**src/rtl/prio_encoder_rr_pkg.sv**
```systemverilog
// Shared constants and helpers for the registered priority encoder family.
package prio_enc_pkg;

  localparam int MODE_FIXED = 0;
  localparam int MODE_RR    = 1;

  // Index width that stays at least 1 bit even for degenerate sizes.
  function automatic int clog2_safe(input int n);
    return (n <= 2) ? 1 : $clog2(n);
  endfunction

endpackage

```
**src/rtl/prio_encoder_rr_if.sv**
```systemverilog
// Request/result bundle between request sources and the encoder.
interface prio_encoder_rr_if
  import prio_enc_pkg::*;
#(
  parameter int N = 8,
  parameter int W = clog2_safe(N)
);
  logic [N-1:0] d;
  logic         en;
  logic         ready;
  logic [W-1:0] y;
  logic         valid;
  logic         multi;

  modport master (output d, en, ready, input y, valid, multi);
  modport slave  (input d, en, ready, output y, valid, multi);
endinterface

```
**src/rtl/prio_encoder_rr_search.sv**
```systemverilog
// Combinational rotating highest-index search. With ptr = N-1 the rotation
// is zero and this degenerates to a plain highest-index priority encoder.
module prio_rr_search
  import prio_enc_pkg::*;
#(
  parameter int N = 8,
  parameter int W = clog2_safe(N)
) (
  input  logic [N-1:0] i_d,
  input  logic [W-1:0] i_ptr,
  output logic [W-1:0] o_win,
  output logic         o_any
);

  logic [N-1:0] w_rot;
  int           w_sh;
  int           w_j;
  int           w_idx;

  // Rotate right by ptr+1 (mod N), pick highest set bit, undo the rotation.
  always_comb begin
    w_rot = '0;
    w_j   = 0;
    w_idx = 0;
    w_sh  = (int'(i_ptr) >= N-1) ? 0 : int'(i_ptr) + 1;
    for (int i = 0; i < N; i++) begin
      w_idx    = (i + w_sh >= N) ? (i + w_sh - N) : (i + w_sh);
      w_rot[i] = i_d[w_idx];
    end
    for (int i = 0; i < N; i++) begin
      if (w_rot[i]) w_j = i;
    end
    w_idx = (w_j + w_sh >= N) ? (w_j + w_sh - N) : (w_j + w_sh);
    o_win = W'(w_idx);
    o_any = |i_d;
  end

endmodule

```
**src/rtl/prio_encoder_rr.sv**
```systemverilog
// Registered N-to-log2(N) priority encoder with fixed or round-robin
// priority and a one-entry valid/ready output slot.
module prio_encoder_rr
  import prio_enc_pkg::*;
#(
  parameter int N    = 8,
  parameter int W    = clog2_safe(N),
  parameter int MODE = MODE_FIXED
) (
  input logic          clk,
  input logic          rst,
  prio_encoder_rr_if.slave bus
);

  logic [W-1:0] r_y;
  logic         r_valid;
  logic         r_multi;
  logic [W-1:0] r_ptr;

  logic [W-1:0] w_ptr;
  logic [W-1:0] w_win;
  logic         w_any;
  logic         w_load;
  logic         w_multi;

  // Fixed mode always searches from the top; the stored pointer is ignored.
  assign w_ptr   = (MODE == MODE_RR) ? r_ptr : W'(N-1);
  assign w_load  = bus.en && (!r_valid || bus.ready);
  // More than one bit set iff clearing the lowest set bit leaves something.
  assign w_multi = |(bus.d & (bus.d - 1'b1));

  prio_rr_search #(.N(N), .W(W)) u_search (
    .i_d   (bus.d),
    .i_ptr (w_ptr),
    .o_win (w_win),
    .o_any (w_any)
  );

  // Output slot (EMPTY/FULL via valid) plus round-robin pointer update.
  always_ff @(posedge clk) begin
    if (rst) begin
      r_y     <= '0;
      r_valid <= 1'b0;
      r_multi <= 1'b0;
      r_ptr   <= W'(N-1);
    end else if (w_load) begin
      if (w_any) begin
        r_y     <= w_win;
        r_valid <= 1'b1;
        r_multi <= w_multi;
        // Granted index drops to lowest priority; wrap uses N-1, not 2^W-1.
        if (MODE == MODE_RR)
          r_ptr <= (w_win == '0) ? W'(N-1) : w_win - 1'b1;
      end else begin
        r_valid <= 1'b0;
      end
    end else if (r_valid && bus.ready) begin
      r_valid <= 1'b0;
    end
  end

  assign bus.y     = r_y;
  assign bus.valid = r_valid;
  assign bus.multi = r_multi;

endmodule
```
**src/flat_wrapper.sv**
```systemverilog
// flat-port wrapper written by rule: the top's interface ports become plain ports
module prio_encoder_rr_flat import prio_enc_pkg::*;
#(
  parameter int N    = 8,
  parameter int W    = clog2_safe(N),
  parameter int MODE = MODE_FIXED
)
  (clk, rst, bus_d, bus_en, bus_ready, bus_y, bus_valid, bus_multi);
  prio_encoder_rr_if #(.N(N), .W(W)) bus_i ();
  input logic clk;
  input logic rst;
  input wire logic [$bits(bus_i.d)-1:0] bus_d;
  input wire logic [$bits(bus_i.en)-1:0] bus_en;
  input wire logic [$bits(bus_i.ready)-1:0] bus_ready;
  output wire logic [$bits(bus_i.y)-1:0] bus_y;
  output wire logic [$bits(bus_i.valid)-1:0] bus_valid;
  output wire logic [$bits(bus_i.multi)-1:0] bus_multi;
  assign bus_i.d = bus_d;
  assign bus_i.en = bus_en;
  assign bus_i.ready = bus_ready;
  assign bus_y = bus_i.y;
  assign bus_valid = bus_i.valid;
  assign bus_multi = bus_i.multi;
  prio_encoder_rr #(.N(N), .W(W), .MODE(MODE)) u_core (.clk(clk), .rst(rst), .bus(bus_i));
endmodule
```
**config.mk**
```make
export PLATFORM = sky130hd
export DESIGN_NAME = prio_encoder_rr_flat
export DESIGN_NICKNAME = d
export VERILOG_FILES = /design/src/rtl/prio_encoder_rr_pkg.sv /design/src/rtl/prio_encoder_rr_if.sv /design/src/rtl/prio_encoder_rr_search.sv /design/src/rtl/prio_encoder_rr.sv /design/src/flat_wrapper.sv
export SDC_FILE = /design/constraint.sdc
export NUM_CORES = 1
export LEC_CHECK = 0
export BUFFER_PORTS_ARGS = -buffer_cell sky130_fd_sc_hd__buf_2
export CORE_AREA = 2 2 39 41
export DETAILED_ROUTE_END_ITERATION = 12
export DIE_AREA = 0 0 41 43
export SLEW_MARGIN = 20
export SYNTH_ARGS = -nofsm -noshare
export SYNTH_HDL_FRONTEND = slang
export SYNTH_SLANG_ARGS = --single-unit
```
**constraint.sdc**
```tcl
create_clock -name clk -period 2.2 [get_ports clk]
set_clock_uncertainty 0.2 [all_clocks]
set_input_delay 0.22 -clock clk [delete_from_list [all_inputs] [get_ports clk]]
set_output_delay 0.22 -clock clk [all_outputs]
set_load 0.01 [all_outputs]
```
==> qor.txt <==
=================================================================================================
Run status ......................................................................... complete, no violations
Kind of cell adding the most delay to the critical path ............................ simple AND/OR/NAND/NOR gates
Overall routed net length ..........................................................       787 µm
Leading cell types by total area after synthesis ................................... sky130_fd_sc_hd__dfxtp_1 (31%), sky130_fd_sc_hd__or4_4 (7.0%), sky130_fd_sc_hd__o211ai_4 (6.6%)
Site row count .....................................................................           14
Input/output buffers ...............................................................           16
Number of nets produced by synthesis ...............................................           50
Min cycle time layout ..............................................................     1.642 ns
Post-DP HPWL .......................................................................     641.8 µm
Post-synth top area cell ........................................................... sky130_fd_sc_hd__dfxtp_1
Placed Cells .......................................................................           70
Initial Util .......................................................................       0.2324
Worst skew pair latency ............................................................      0.24 ns
Highest cell delay on the worst timing path ........................................      0.57 ns
Endpoint arrival time on the critical path .........................................      1.56 ns
Synthesized instance count .........................................................           38
Worst max-slew margin expressed relative to the limit ..............................       0.7666
Number of DRC markers in iteration 0 ...............................................            3
Remaining global-route overflow ....................................................            0
Total power density per cell area .................................................. 595.0 nW/µm²
Wire length of the first global-routing pass .......................................     1.455 mm
Final-layout setup total negative slack ............................................         0 ns
Classification of the worst-slack hold path ........................................    in -> reg
Number of hold-slack violations in the final timing report .........................            0
Count of buffer and inverter cells on the critical path ............................            1
Worst setup slack for register-to-register paths ...................................      0.87 ns
Ant. Diodes ........................................................................            0
Wire per inst ......................................................................     10.64 µm
Total I/O pin count ................................................................           17
Pin count of the biggest net entering global routing ...............................            7
Maximum net fanout on the critical path ............................................            5
Global-route total usage across every layer ........................................       0.1195
Total Die Area .....................................................................     1763 µm²
DIE WIDTH ..........................................................................        41 µm
Clock root cell .................................................................... sky130_fd_sc_hd__clkbuf_4
NumNets Final ......................................................................           71
Final ANT Viol Nets ................................................................            0
Worst setup slack before clock tree synthesis ......................................    0.3093 ns
Maximum operating frequency ........................................................   0.6091 GHz
WS Path Type .......................................................................    in -> reg
Number of distinct library cell variants in the gate-level netlist after synthesis .           20
Placeable core region ..............................................................     1384 µm²
CTS tree ...........................................................................          yes
Syn. warnings ......................................................................            0
Final slew viol count ..............................................................            0
Number of global-route vias before repair ..........................................          366
CTS max path bufs ..................................................................            2
Clk sinks ..........................................................................            5
List of cells traversed by the critical path ....................................... buf_2 -> or4_4 -> a2111oi_0 -> or3_1 -> a221oi_1
Worst path slowest cell ............................................................ sky130_fd_sc_hd__or4_4
H-Tree Depth .......................................................................            1
Signed area change from the synthesized netlist to the final layout ................       39.30%
Die Y-Extent .......................................................................        43 µm
Overall via count from detail_route ................................................          375
Number of buffers added for setup after CTS ........................................            0
Mean area per synthesized cell .....................................................    8.462 µm²
Number of remaining DRC errors .....................................................            0
Final count of negative-setup-slack endpoints ......................................            0
Nature of the critical path startpoint .............................................    input pin
Post-synthesis sequential element count ............................................            5
Final core area utilization ........................................................       0.3237
Number of vias per cell ............................................................        5.068
Worst setup EP type ................................................................         flop
Worst Tran Pin Value ...............................................................    0.3412 ns
Worst Path Required ................................................................      2.12 ns
Share of the synthesized area in the top cell type .................................       0.3113
Placer's final routability congestion estimate .....................................       0.7006
Sequential-to-total area share from yosys stat .....................................       0.3113
Layout cell share with drive strength beyond 1 .....................................       0.3793
Static power due to leakage ........................................................    0.2057 nW
Setup repair after global routing missed its margin ................................           no
Final critical-path setup slack ....................................................    0.5583 ns
Post-Syn Area ......................................................................    321.6 µm²
Number of buffers created by CTS ...................................................            3
Number of non-filler instances in the completed layout .............................           74
CTS clk-pin slew, worst paths ......................................................      0.05 ns
Post-cts gate resize count .........................................................            0
Number of max-cap violations .......................................................            0
Number of search-and-repair iterations in the first detailed-routing pass ..........            2
Hold buffer count at cts ...........................................................            0
Worst ir drop on vdd ...............................................................  0.0003233 V
Tcrit/Tclk final ...................................................................       0.7462
Initial antenna violation count ....................................................            0
=================================================================================================
==> per-stage QoR <==
stage / area, µm² / total power, mW / hold WS (ns)
after global routing: 447.9 / 0.2886 / 0.007757
after CTS: 447.9 / 0.2720 / 0.001635
after floorplan: 321.6 / 0.1318 / 0.08907
after global placement: 421.7 / 0.1615 / 0.2551
final: 447.9 / 0.2665 / 0.005188
after detailed placement: 421.7 / 0.1624 / 0.2590
==> final timing paths <==
kind	end	cells after the start	startpoint
min reg2reg	u_core.bus.y[0]$_SDFFE_PP0P_	2	u_core.bus.y[0]$_SDFFE_PP0P_
max reg2reg	u_core.bus.y[1]$_SDFFE_PP0P_	4	u_core.bus.valid$_SDFFE_PP0P_
min	u_core.bus.y[2]$_SDFFE_PP0P_	2	rst
max	u_core.bus.multi$_SDFFE_PP0P_	5	bus_d[3]
==> cells in the final DEF, fill, tap and decap left out <==
cell,n
sky130_fd_sc_hd__nor4b_1,1
sky130_fd_sc_hd__inv_1,3
sky130_fd_sc_hd__nand2b_1,2
sky130_fd_sc_hd__or4_4,2
sky130_fd_sc_hd__nor4_1,2
sky130_fd_sc_hd__o211ai_4,1
sky130_fd_sc_hd__o21bai_1,1
sky130_fd_sc_hd__clkbuf_4,3
sky130_fd_sc_hd__nor2_1,3
sky130_fd_sc_hd__o21ai_0,1
sky130_fd_sc_hd__a32oi_1,1
sky130_fd_sc_hd__or3_1,1
sky130_fd_sc_hd__a21oi_1,4
sky130_fd_sc_hd__a2111oi_0,2
sky130_fd_sc_hd__xor2_1,1
sky130_fd_sc_hd__nor2b_1,1
sky130_fd_sc_hd__nand2_1,1
sky130_fd_sc_hd__a221oi_1,2
sky130_fd_sc_hd__buf_2,16
sky130_fd_sc_hd__dfxtp_1,5
sky130_fd_sc_hd__nor3_1,3
sky130_fd_sc_hd__clkbuf_1,1
sky130_fd_sc_hd__nand3_1,1
==> Yosys cell counts <==
| cell type | count |
|---|---|
| sky130_fd_sc_hd__o21bai_1 | 1 |
| sky130_fd_sc_hd__or4_4 | 2 |
| sky130_fd_sc_hd__nor2_1 | 3 |
| sky130_fd_sc_hd__nor4b_1 | 1 |
| sky130_fd_sc_hd__a221oi_1 | 2 |
| sky130_fd_sc_hd__xor2_1 | 1 |
| sky130_fd_sc_hd__a2111oi_0 | 2 |
| sky130_fd_sc_hd__nor3_1 | 3 |
| sky130_fd_sc_hd__nand2b_1 | 2 |
| sky130_fd_sc_hd__inv_1 | 3 |
| sky130_fd_sc_hd__nor2b_1 | 1 |
| sky130_fd_sc_hd__a32oi_1 | 1 |
| sky130_fd_sc_hd__nand3_1 | 1 |
| sky130_fd_sc_hd__or3_1 | 1 |
| sky130_fd_sc_hd__dfxtp_1 | 5 |
| sky130_fd_sc_hd__o21ai_0 | 1 |
| sky130_fd_sc_hd__o211ai_4 | 1 |
| sky130_fd_sc_hd__nor4_1 | 2 |
| sky130_fd_sc_hd__a21oi_1 | 4 |
| sky130_fd_sc_hd__nand2_1 | 1 |
==> layer usage <==
layer / part of all wire / global-route usage
met1: 0.41 / 0.1543
met2: 0.52 / 0.1688
met3: 0.069 / 0.06283
met4: 0 / 0.03333
met5: 0 / 0
==> cell families (layout without fill, tap and decap cells) <==
family                    Yosys count  in the layout  share of synthesized area
buffers and inverters               3             23                    0.03502
AOI/OAI and AO/OA                  12             12                     0.3035
and+or+nand+nor                    17             17                     0.3229
xor gates and xnor gates            1              1                    0.02724
DFF                                 5              5                     0.3113
==> where the power goes <==
group	switching, mW	internal, mW	total, mW
clock	0.0377	0.0686	0.106
combinational	0.0320	0.0263	0.0583
sequential	0.00348	0.0985	0.102
==> layout make-up <==
class,count,area (µm²)
clock buffers,4,26.28
fillers,155,935.9
repair buffers,16,80.08
inverters,3,11.26
well taps,16,20.02
multi-input cells,30,210.2
flip-flops and latches,5,100.1
==> flip-flops by register name, indices dropped and copies added, names as in the netlist <==
signal and count:
u_core.bus.valid 1, u_core.bus.multi 1, u_core.bus.y 3
No activity file was read; power rests on OpenSTA's default activity.
